**src/rtl/binary_search_8bit.sv**
```systemverilog
// Binary search over [0, 2^WIDTH-1] driven by less/equal/great verdicts on each guess.
// Optional timeout aborts a search whose feedback never arrives.
module binary_search_8bit #(
    parameter int unsigned WIDTH   = 8,
    parameter int unsigned TIMEOUT = 0
) (
    input  logic             clk,
    input  logic             rst,
    input  logic             start,
    output logic [WIDTH-1:0] guess,
    output logic             guess_valid,
    input  logic             fb_valid,
    input  logic             fb_less,
    input  logic             fb_equal,
    input  logic             fb_great,
    output logic             busy,
    output logic             done,
    output logic             found,
    output logic             error,
    output logic [WIDTH-1:0] result,
    output logic [3:0]       steps
);

    typedef enum logic [1:0] {
        S_IDLE,
        S_CALC,
        S_ASK,
        S_FINISH
    } state_t;

    localparam int unsigned TW = (TIMEOUT > 1) ? $clog2(TIMEOUT) : 1;
    localparam logic [TW-1:0] TLIMIT = (TIMEOUT > 0) ? TW'(TIMEOUT - 1) : '0;

    state_t           state_q, state_d;
    logic [WIDTH-1:0] lo_q, lo_d;
    logic [WIDTH-1:0] hi_q, hi_d;
    logic [WIDTH-1:0] guess_q, guess_d;
    logic [WIDTH-1:0] result_q, result_d;
    logic [3:0]       steps_q, steps_d;
    logic             found_q, found_d;
    logic             error_q, error_d;
    logic [TW-1:0]    timer_q, timer_d;

    always_comb begin
        state_d  = state_q;
        lo_d     = lo_q;
        hi_d     = hi_q;
        guess_d  = guess_q;
        result_d = result_q;
        steps_d  = steps_q;
        found_d  = found_q;
        error_d  = error_q;
        timer_d  = timer_q;

        case (state_q)
            S_IDLE: begin
                if (start) begin
                    lo_d     = '0;
                    hi_d     = '1;
                    steps_d  = '0;
                    found_d  = 1'b0;
                    error_d  = 1'b0;
                    result_d = '0;
                    state_d  = S_CALC;
                end
            end
            S_CALC: begin
                // Sum carried in WIDTH+1 bits so lo+hi cannot wrap.
                guess_d = WIDTH'(({1'b0, lo_q} + {1'b0, hi_q}) >> 1);
                timer_d = '0;
                state_d = S_ASK;
            end
            S_ASK: begin
                if (fb_valid) begin
                    steps_d = steps_q + 4'd1;
                    case ({fb_less, fb_equal, fb_great})
                        3'b010: begin
                            result_d = guess_q;
                            found_d  = 1'b1;
                            state_d  = S_FINISH;
                        end
                        3'b100: begin
                            if (guess_q == '1) begin
                                error_d = 1'b1;
                                state_d = S_FINISH;
                            end else begin
                                lo_d = guess_q + 1'b1;
                                if (lo_d > hi_q) begin
                                    error_d = 1'b1;
                                    state_d = S_FINISH;
                                end else begin
                                    state_d = S_CALC;
                                end
                            end
                        end
                        3'b001: begin
                            if (guess_q == '0) begin
                                error_d = 1'b1;
                                state_d = S_FINISH;
                            end else begin
                                hi_d = guess_q - 1'b1;
                                if (lo_q > hi_d) begin
                                    error_d = 1'b1;
                                    state_d = S_FINISH;
                                end else begin
                                    state_d = S_CALC;
                                end
                            end
                        end
                        default: begin
                            error_d = 1'b1;
                            state_d = S_FINISH;
                        end
                    endcase
                end else if (TIMEOUT > 0 && timer_q == TLIMIT) begin
                    error_d = 1'b1;
                    state_d = S_FINISH;
                end else begin
                    timer_d = timer_q + 1'b1;
                end
            end
            S_FINISH: begin
                state_d = S_IDLE;
            end
            default: begin
                state_d = S_IDLE;
            end
        endcase
    end

    always_ff @(posedge clk) begin
        if (rst) begin
            state_q  <= S_IDLE;
            lo_q     <= '0;
            hi_q     <= '0;
            guess_q  <= '0;
            result_q <= '0;
            steps_q  <= '0;
            found_q  <= 1'b0;
            error_q  <= 1'b0;
            timer_q  <= '0;
        end else begin
            state_q  <= state_d;
            lo_q     <= lo_d;
            hi_q     <= hi_d;
            guess_q  <= guess_d;
            result_q <= result_d;
            steps_q  <= steps_d;
            found_q  <= found_d;
            error_q  <= error_d;
            timer_q  <= timer_d;
        end
    end

    assign guess       = guess_q;
    assign guess_valid = (state_q == S_ASK);
    assign busy        = (state_q == S_CALC) || (state_q == S_ASK);
    assign done        = (state_q == S_FINISH);
    assign found       = found_q;
    assign error       = error_q;
    assign result      = result_q;
    assign steps       = steps_q;

endmodule

```
**config.mk**
```make
export PLATFORM = sky130hd
export DESIGN_NAME = binary_search_8bit
export DESIGN_NICKNAME = d
export VERILOG_FILES = /design/src/rtl/binary_search_8bit.sv
export SDC_FILE = /design/constraint.sdc
export NUM_CORES = 1
export LEC_CHECK = 0
export CAP_MARGIN = 20
export CORE_ASPECT_RATIO = 2
export CORE_MARGIN = 5
export CORE_UTILIZATION = 60
export DETAILED_ROUTE_END_ITERATION = 12
export PLACE_DENSITY = 0.9
export SETUP_SLACK_MARGIN = 0.05
export SLEW_MARGIN = 20
export SYNTH_ARGS = -nofsm -noshare
export SYNTH_HDL_FRONTEND = slang
export SYNTH_SLANG_ARGS = --single-unit
```
**constraint.sdc**
```tcl
create_clock -name clk -period 5.8 [get_ports clk]
set_input_delay 1.16 -clock clk [delete_from_list [all_inputs] [get_ports clk]]
set_output_delay 1.16 -clock clk [all_outputs]
set_load 0.02 [all_outputs]
```
Word level (Yosys, flattened, before mapping) --
Cells that the tools add are included.
Operators by class: reductions and logical operators 10, muxes and demuxes 35, order comparisons 2, add/subtract/negate cells 4, equality and inequality tests 17
Operator list (number):
- 8-bit 2-to-1 mux | 10
- 8-bit case mux with 2 select lines | 3
- 8-bit greater-than comparator | 2
- 2-bit 2-to-1 mux | 6
- 5-bit AND reduction | 2
- 8-bit by 8-bit adder with 9-bit output | 1
- 8-bit by 1-bit adder with 8-bit output (second input constant) | 1
- 8-bit == test (second input constant) | 1
- 8-bit logical NOT | 1
- 1-bit 2-to-1 mux | 8
- 4-bit 2-to-1 mux | 2
- 2-bit by 1-bit inequality test with 1-bit output (second input constant) | 4
- 2-bit inequality test (second input constant) | 4
- 4-bit inequality test (second input constant) | 2
- 2-bit case mux with 4 select lines | 1
- 4-bit case mux with 2 select lines | 1
- 8-bit by 1-bit subtractor with 8-bit output (second input constant) | 1
- 6-bit AND reduction | 1
- 4-bit by 1-bit adder with 4-bit output (second input constant) | 1
- 2-bit == test (second input constant) | 2
- 1-bit case mux with 2 select lines | 2
- 2-bit case mux with 2 select lines | 1
- 4-bit AND reduction | 1
- 3-bit by 1-bit == test with 1-bit output (second input constant) | 1
- other kinds (9) | 9
Word-level totals: logic and storage cells 76, flip-flop bits (word level) 40, input bits 7

Logic depth before layout (Yosys ltp) --
Gate-level depths: netlist of run 1.
word-level depth 7, mapped depth 12, gate-level depth less buffers 11

Least setup slack after synthesis of run 1 --
OpenSTA, ideal clock, no wires.
path type flip-flop to flip-flop, from register guess_q[0], in the netlist guess[0], to register state_q[1], buffers on the path 0, library setup time 0.091 ns, arrival 2.508 ns, required time 5.709 ns, slack 3.202 ns, cell stages (with the launch flop) 11, path through dfxtp_1 -> and3_1 -> nand3_1 -> or2_2 -> xnor2_1 -> ha_1 -> nand4_1 -> nor2_1 -> o311ai_0 -> nand3_1 -> a311oi_1
On the way: longest elaborated chain between the ends 7, elaborated cells on any way between the ends 13, classes of those cells add/sub: 2; order compare: 2; eq/ne: 1; mux: 7; reduce/logical: 1
Ends and longest elaborated chain:
- start: declaration | RTL line 37 | logic [WIDTH-1:0] guess_q, guess_d;
- start signal: assignment | RTL line 146 | guess_q <= guess_d;
- 8-bit by 1-bit subtractor with 8-bit output or 8-bit by 1-bit adder with 8-bit output (tied branches) | RTL line 101, 87
- 8-bit greater-than comparator (on tied branches) | RTL line 102, 88
- 2-bit 2-to-1 mux (on tied branches) | RTL line 102, 88
- 2-bit 2-to-1 mux (on tied branches) | RTL line 97, 83
- 2-bit case mux with 2 select lines (*) | RTL line 76 | case ({fb_less, fb_equal, fb_great})
- 2-bit 2-to-1 mux (*) | RTL line 74 | if (fb_valid) begin
- 2-bit case mux with 4 select lines (*) | RTL line 55 | case (state_q)
- end signal: assignment | RTL line 143 | state_q <= state_d;
- end: declaration | RTL line 34 | state_t state_q, state_d;
Every way passes the cells marked *; elsewhere a longest branch is shown, timed or not. The select of a mux whose other input is x is not followed. A chain may end at the register's enable or synchronous reset.

Final worst setup path of run 1 --
from register guess_q[4], in the netlist guess[4], to register state_q[1]
Same word-level chain as after synthesis.

==> metrics, run 1 <==
status=finished, final reports clean; Die Y=102.8 um; register area share after synthesis=0.3102; row cnt=33; critical path depth in cells=10; vias per std cell=6.435; Starting DRT DRC Count=140; vias in the first global route=2446; Critical Path Fanout Max=9; CTS tree=built; clk_skew=7.288 ps; Synth Cell Area=2581 sq um; Layout area overhead=16.87%; number of max-cap violations=0; Slew Limit Fails=0; setup TNS=0 ps; Critical Path, Cell by Cell=and3_1 -> nand3_1 -> or2_2 -> xnor2_1 -> ha_1 -> nand4_1 -> nor2_1 -> o311ai_0 -> nand3_1 -> a311oi_1; root buf cell=clkbuf_8; r2r endpoint=state_q[1]$_SDFFE_PP0P_; fin cells=379; CTS clk-pin slew, worst paths=80 ps; WP buf/inv=0; Synth top cells by count=nor2_1, dfxtp_1, ha_1; crit end category=register; share of layout cells above drive strength 1=0.07951; first-pass GRT wire length=11670 um; Crit path required time=6010 ps; Critical Path Start Type=register; R2R setup slack=2770 ps; post-synth top area cell=dfxtp_1; final hold violations=0; die width=56.38 um; antenna diode count=0; syn_nets=338; Crit Reg-Reg Startpoint=guess[4]$_SDFFE_PP0N_; Final Net Count=366; gpl congestion=0.9254; path depth of the worst reg2reg path=10; top-area cell type share of the netlist area=0.3102; gate count after technology mapping=298; clk_lat worst skew=300 ps; initial cell density of the core=0.6252; Worst-Margin Slew=766.9 ps; Max IR drop VDD=0.3585 mV; Leak=1.199 nW; fmax=330.1 MHz; Worst Hold Class=reg -> reg; Arr. time, crit path=3240 ps; RSZ-0062 raised after global routing=false; slowest CP cell=dfxtp_1; Post-synth ARST share=0; syn_area_per_cell=8.662 sq um; routed len/inst=19.36 um; Slew headroom=0.4833; hpwl dp=5243 um; drt first pass iters=5; CTS max path bufs=2; max incr delay on CP=570 ps; Tcrit/Tclk final=0.5224; pwr dens=389.2 nW/um^2; critical path capture point=state_q[1]$_SDFFE_PP0P_; H-tree levels=2; cts repair resizes=0; detailed-route via count=2439; critical path's most frequent cell=nand3_1; Yosys Warn Count=0; final WL=7339 um; DRC viols=0; Tot GR Track Use=0.2629; largest net degree at the start of global routing=44; Final Critical Period=3030 ps; final antenna-violating net count=0; global route overflow=0; CP Class=reg -> reg; HP Start=found$_SDFFE_PP0P_; hold_buf cts=0; most common cell in the netlist=nor2_1; final setup violation count=0; CTS Sinks=40; Synth Flop Type=dfxtp_1; TritonCTS Buffers=5; area of the core=4129 sq um; I/O pins=32; port bufs=31; initial antenna violation count=0; Setup Buffers After CTS=0; Inst Count DP=371; Area contributors post-synth=dfxtp_1, ha_1, nor2_1, a22oi_1, xnor2_1; delay-heaviest family, CP=simple AND/OR/NAND/NOR gates; hold path depth=2; EDFF count, synth=0; Total Die Area=5794 sq um; CP startpoint=guess[4]$_SDFFE_PP0N_; synthesis-stage register bit count=40; unique cell type count in the Yosys netlist=50
where the power goes:
group	internal, W	total, W	switching (W)
combinational	0.000218	0.000547	0.000329
clock	0.000152	0.000253	0.000101
sequential	0.000312	0.000374	0.0000615
total	0.000682	0.00117	0.000492
layout by cell type (no fill, tap or decap), types with 2 or more instances in the layout:
cell type        count
or2_2                2
nand2_1             15
nand3_1              5
nor3_1               8
and3_1               2
o21a_1               2
mux2i_1              7
xor2_1               6
a21oi_1             14
nor2_1              46
o311ai_0             2
ha_1                32
nand4_1              5
o21ai_0              7
clkbuf_8             7
and2_1               2
o21ba_2              2
a22oi_1             17
nor3b_1              3
dfxtp_1             40
xnor2_1             11
a211oi_1             9
clkdlybuf4s50_1     31
inv_1               23
a21oi_2              3
a31oi_1              3
registers in the layout, indices dropped and copies added (netlist names):
signal,cells
guess,8
hi_q,8
lo_q,8
result,8
steps,4
state_q,2
error,1
found,1
stage by stage:
stage	setup WS, ps	cell area [sq um]	utilization	hold WS (ps)	total power, W
2_1_floorplan	3202	2581	-	493.8	0.0007463
3_3_place_gp	2859	2890	0.7000	459.5	0.0008776
3_5_place_dp	2804	2890	0.7000	466.9	0.0008995
4_1_cts	2803	3017	0.7306	490.8	0.001165
5_1_grt	2514	3017	0.7306	533.2	0.001241
6_report	2770	3017	0.7306	491.7	0.001174
how the worst min path moves through the flow:
stage	slack, ps	endpoint
after detailed placement	470	found$_SDFFE_PP0P_
after floorplan	490	hi_q[1]$_SDFFE_PP0P_
final	490	found$_SDFFE_PP0P_
after CTS	490	found$_SDFFE_PP0P_
after global routing	530	result[5]$_SDFFE_PP0P_
after global placement	460	found$_SDFFE_PP0P_
kinds of logic after synthesis:
| group | count (synthesis) | synth area share |
|---|---|---|
| AO/OA/AOI/OAI | 70 | 0.1929 |
| XOR/XNOR | 17 | 0.05768 |
| adder cells (fa/ha/maj) | 33 | 0.1629 |
| buffers and inverters | 34 | 0.06204 |
| flip-flops | 40 | 0.3102 |
| multiplexers | 7 | 0.02715 |
| AND/OR/NAND/NOR | 97 | 0.1871 |
cell type report:
| cell class | instances | area (sq um) |
|---|---|---|
| Clock buffer | 7 | 96.34 |
| Clock inverter | 1 | 30.03 |
| Timing Repair Buffer | 32 | 317.8 |
| Tap cell | 52 | 65.06 |
| Multi-Input combinational cell | 224 | 1620 |
| Fill cell | 310 | 1112 |
| Inverter | 23 | 86.33 |
| Sequential cell | 40 | 800.8 |
layer usage:
| layer | share of wire | vias up | track usage |
|---|---|---|---|
| met5 | 0 | - | 0 |
| met4 | 0.079 | 0 | 0.2102 |
| met3 | 0.055 | 52 | 0.05388 |
| met2 | 0.52 | 138 | 0.4770 |
| met1 | 0.35 | 1137 | 0.2533 |
| li1 | - | 1112 | - |
tightest hold or removal path: cells and delay by family, from the launching register on:
kind | cells | cell delay [ps]
DFF | 1 | 340
and+or+nand+nor | 1 | 70
AOI/OAI and AO/OA | 1 | 50
Note: power is estimated with default switching activity, not from simulation.
==> run 2, diff against run 1 <==
Settings changed: CORE_UTILIZATION 60 to 56, PLACE_DENSITY 0.9 to 0.85.
Clock period 5.8 ns to 2.9 ns, I/O delays scaled along.
==> run 2 against run 1 <==
Effect of this change: count of clock-buffer cells in the layout unchanged; sequential power increased by 90%; sequential cell count unchanged; critical path depth grew 1; hold slack worse by 3.2 ps; cell count up 2.6%; clock skew is 1.6 ps lower; register-to-register slack worse by 2500 ps; combinational power up 100%; fmax rose by 16%; global-route usage is 2.9 points lower; total power is 89% higher; critical path type unchanged.
==> metrics, run 2 (synthesis results as in run 1) <==
Fill cells=387; CTS max path bufs=2; status=finished, final reports clean; Total Die Area=6149 sq um; RSZ-0062 raised after global routing=false; r2r endpoint=error$_SDFFE_PP0P_; Worst Hold Class=reg -> reg; CP startpoint=guess[0]$_SDFFE_PP0N_; TritonCTS Buffers=5; drt first pass iters=5; setup TNS=0 ps; row cnt=35; Die Y=106.0 um; Starting DRT DRC Count=120; area of the core=4554 sq um; Final Critical Period=2606 ps; hpwl dp=5384 um; commonest non-fill, non-tap cell in the layout=nor2_1; Crit Reg-Reg Startpoint=guess[0]$_SDFFE_PP0N_; WP buf/inv=1; CTS clk-pin slew, worst paths=80 ps; hold path depth=2; delay-heaviest family, CP=simple AND/OR/NAND/NOR gates; global route overflow=0; number of max-cap violations=0; Max IR drop VDD=0.5383 mV; final core occ=0.6681; Slew Limit Fails=0; crit end category=register; Final Net Count=373; share of layout cells above drive strength 1=0.1018; slowest CP cell=dfxtp_1; pwr dens=728.9 nW/um^2; HP Start=found$_SDFFE_PP0P_; fmax=383.7 MHz; H-tree levels=2; most frequent cells in the layout=nor2_1, dfxtp_1, ha_1, clkdlybuf4s50_1, inv_1; routed len/inst=17.44 um; area of the multi-input gates=1620 sq um; I/O pins=32; Layout area overhead=17.89%; Critical Path, Cell by Cell=inv_1 -> ha_1 -> nand2_1 -> xnor2_1 -> ha_1 -> nand4_1 -> nor3_1 -> nor2_1 -> a211o_2 -> a31oi_1 -> nor2_1; worst hold slack=488.4 ps; initial cell density of the core=0.5668; max incr delay on CP=360 ps; vias in the first global route=2382; final hold violations=0; Tcrit/Tclk final=0.8986; Worst-Margin Slew=624.7 ps; antenna diode count=0; root buf cell=clkbuf_8; final antenna-violating net count=0; Arr. time, crit path=2800 ps; first-pass GRT wire length=11060 um; die width=58.01 um; detailed-route via count=2341; path depth of the worst reg2reg path=11; CTS Sinks=40; CTS tree=built; Leak=1.217 nW; WHS Endpoint=found$_SDFFE_PP0P_; final WL=6786 um; clk_lat worst skew=300 ps; FF+latch area=803.3 sq um; initial antenna violation count=0; R2R setup slack=290 ps; final setup violation count=0; post-place instance area=2947 sq um; CP Class=reg -> reg; hold_buf cts=0; largest net degree at the start of global routing=22; Tot GR Track Use=0.2337; design area=3043 sq um; port bufs=31; critical path depth in cells=11; Critical Path Fanout Max=6; Slew headroom=0.5791; clk_skew=5.701 ps; vias per std cell=6.018; DRC viols=0; gpl congestion=0.9163; Crit path required time=3100 ps; Critical Path Start Type=register
==> run 2: cell types whose count changed in the layout (fill, tap and decap cells not counted), sizes merged <==
cell / previous run / this run
buf: 1 / 8
bufinv: 1 / 0
clkinvlp: 0 / 1
==> run 2: metal layers <==
layer | up-vias | GRT usage | wire length [um]
met4 | 0 | 0.1841 | 446
li1 | 1124 | - | -
met2 | 81 | 0.4110 | 3709
met1 | 1102 | 0.2311 | 2417
met5 | - | 0 | 0
met3 | 34 | 0.03767 | 213
==> run 2: what timing repair did <==
item / in CTS / in global routing
setup buffers: 0 / 0
resized for setup: 0 / 3
endpoints found under the setup margin: 0 / 2
endpoints found under the hold margin: 0 / 0
==> run 2: worst max-delay path by stage <==
stage | to | slack (ps)
after detailed placement | state_q[1]$_SDFFE_PP0P_ | 290
after floorplan | state_q[1]$_SDFFE_PP0P_ | 300
final | error$_SDFFE_PP0P_ | 290
after global routing | error$_SDFFE_PP0P_ | 80
after global placement | state_q[1]$_SDFFE_PP0P_ | 310
after CTS | state_q[1]$_SDFFE_PP0P_ | 250
==> run 2: through the flow <==
step	total power, W	instances	setup WS [ps]
after floorplan	0.001493	298	301.6
after global placement	0.001792	381	309.9
after detailed placement	0.001820	381	292.1
after CTS	0.002215	389	250.7
after global routing	0.002372	389	79.64
final	0.002218	389	293.9
==> run 2: worst min-delay path, stage by stage (launching register included) <==
cell,delay (ps)
dfxtp_1,330
a21oi_1,50
nor2_1,70
==> run 2: layout make-up <==
cell class | instances | area share
multi-input cells | 224 | 0.5325
clock inverters | 1 | 0.002467
well taps | 55 | 0.02262
flip-flops and latches | 40 | 0.2640
clock buffers | 7 | 0.02837
repair buffers | 39 | 0.1217
inverters | 23 | 0.02837
==> run 2: report_power, final <==
group / switching, W / leakage [nW] / total [W] / internal, W
clock network: 0.000200 / 0.0445 / 0.000393 / 0.000193
logic: 0.000662 / 0.846 / 0.00112 / 0.000453
registers: 0.0000838 / 0.327 / 0.000709 / 0.000625
total: 0.000946 / 1.22 / 0.00222 / 0.00127
==> run 3, diff against run 2 <==
Settings changed: CORE_MARGIN 5 to 2, GPL_TIMING_DRIVEN from default to 0.
==> run 3 against run 2 <==
Effect of this change: global-route usage rose by 4.4 points; cell area rose by 0.62%; combinational power about the same; count of clock-buffer cells in the layout fell by 2; first-iteration DRC count shrank 37%; register-to-register slack got worse by 120 ps; die area shrank 15%; clock skew increased by 0.89 ps; critical path depth is the same; utilization rose by 1.1 points.
==> metrics, run 3 (synthesis results as in run 1) <==
status=finished, final reports clean; I/O pins=32; routed len/inst=16.68 um; Starting DRT DRC Count=76; first-pass GRT wire length=10850 um; clk_lat worst skew=300 ps; pwr dens=720.2 nW/um^2; Final Critical Period=2724 ps; DRC viols=0; TritonCTS Buffers=5; Total Die Area=5201 sq um; row cnt=35; CTS Sinks=40; Worst Hold Class=reg -> reg; antenna diode count=0; Final Net Count=376; detailed-route via count=2312; Layout area overhead=18.61%; area of the multi-input gates=1638 sq um; gpl congestion=0.9215; FF+latch area=803.3 sq um; Tcrit/Tclk final=0.9394; H-tree levels=2; CP Class=reg -> reg; slowest CP cell=o21ai_0; final WL=6520 um; most frequent cells in the layout=nor2_1, dfxtp_1, ha_1, clkdlybuf4s50_1, inv_1; Worst-Margin Slew=627.1 ps; Critical Path, Cell by Cell=buf_6 -> and3_1 -> nand3_1 -> or2_2 -> xnor2_1 -> ha_1 -> nand4_1 -> o21ai_0 -> o311ai_4 -> nand3_1 -> a311oi_1; CTS clk-pin slew, worst paths=80 ps; max incr delay on CP=370 ps; Die Y=100.0 um; fmax=367.1 MHz; setup slack after placement=-21.58 ps; Critical Path Start Type=register; final setup violation count=0; CTS tree=built; worst hold slack=484.9 ps; R2R setup slack=180 ps; drt first pass iters=4; CTS max path bufs=2; vias per std cell=5.913; root buf cell=clkbuf_8; hpwl dp=5009 um; critical path's most frequent cell=nand3_1; Tot GR Track Use=0.2772; largest net degree at the start of global routing=13; global route overflow=0; share of layout cells above drive strength 1=0.1012; setup TNS=0 ps; Crit path required time=3070 ps; number of max-cap violations=0; setup slack after layout=175.6 ps; Fill cells=375; initial antenna violation count=0; commonest non-fill, non-tap cell in the layout=nor2_1; Arr. time, crit path=2900 ps; Slew headroom=0.5819; Slew Limit Fails=0; Max IR drop VDD=0.4976 mV; RSZ-0062 raised after global routing=false; port bufs=31; crit end category=register; Critical Path Fanout Max=8; initial cell density of the core=0.5723; die width=52.01 um; hold_buf cts=0; Leak=1.217 nW; clk_skew=6.588 ps; Design Power=0.002205 W; area of the core=4511 sq um; final hold violations=0; final antenna-violating net count=0; vias in the first global route=2330
## run 3: cell count changes in the layout (fill, tap and decap cells not counted), sizes merged
cell | before | now
clkbuf | 7 | 8
clkinv | 0 | 1
## run 3: report_power, final
group          switching, W  total (W)  internal [W]
Clock              0.000201   0.000364      0.000163
Combinational      0.000683    0.00113      0.000451
Sequential        0.0000809   0.000707      0.000626
Total              0.000965    0.00220       0.00124
## run 3: metal layers
layer  wire length (um)  track usage  part of all wire
met1               2674       0.3268              0.41
met3                294      0.04315             0.045
met5                  0            0                 0
met4                265       0.1721             0.041
met2               3286       0.4537              0.50
## run 3: area by class of cell
type | count | share of cell area
inverter | 23 | 0.02820
timing repair buffer | 31 | 0.1013
clock buffer | 5 | 0.02248
multi-input combinational | 224 | 0.5349
clock inverter | 2 | 0.004087
tap | 55 | 0.02248
sequential | 40 | 0.2624
buffer | 11 | 0.02411
## run 3: path summary, 6_finish.rpt
check	start	end	depth (start not counted)
setup / recovery	guess[4]$_SDFFE_PP0N_	state_q[1]$_SDFFE_PP0P_	11
hold / removal	found$_SDFFE_PP0P_	found$_SDFFE_PP0P_	2
setup reg to reg	guess[4]$_SDFFE_PP0N_	state_q[1]$_SDFFE_PP0P_	11
hold reg to reg	found$_SDFFE_PP0P_	found$_SDFFE_PP0P_	2
## run 3: metrics by stage
stage / instance area, sq um / instances / utilization
global route: 3062 / 391 / 0.6788
detailed placement: 2960 / 384 / 0.6563
floorplan: 2581 / 298 / -
CTS: 3043 / 391 / 0.6746
finish: 3062 / 391 / 0.6788
global placement: 2960 / 384 / 0.6563
## run 3: timing repair
action                     4_1_cts  5_1_grt
pin swaps                        0        2
gates resized for setup          2        3
setup endpoints to repair        1        1
setup buffers                    0        0
## run 3: critical path: cells and delay by family (launching register included)
kind / cells / cell delay, ps
flops: 1 / 360
buf+inv: 1 / 150
xor+xnor: 1 / 150
fa+ha+maj: 1 / 330
compound gates: 3 / 640
simple gates: 5 / 970
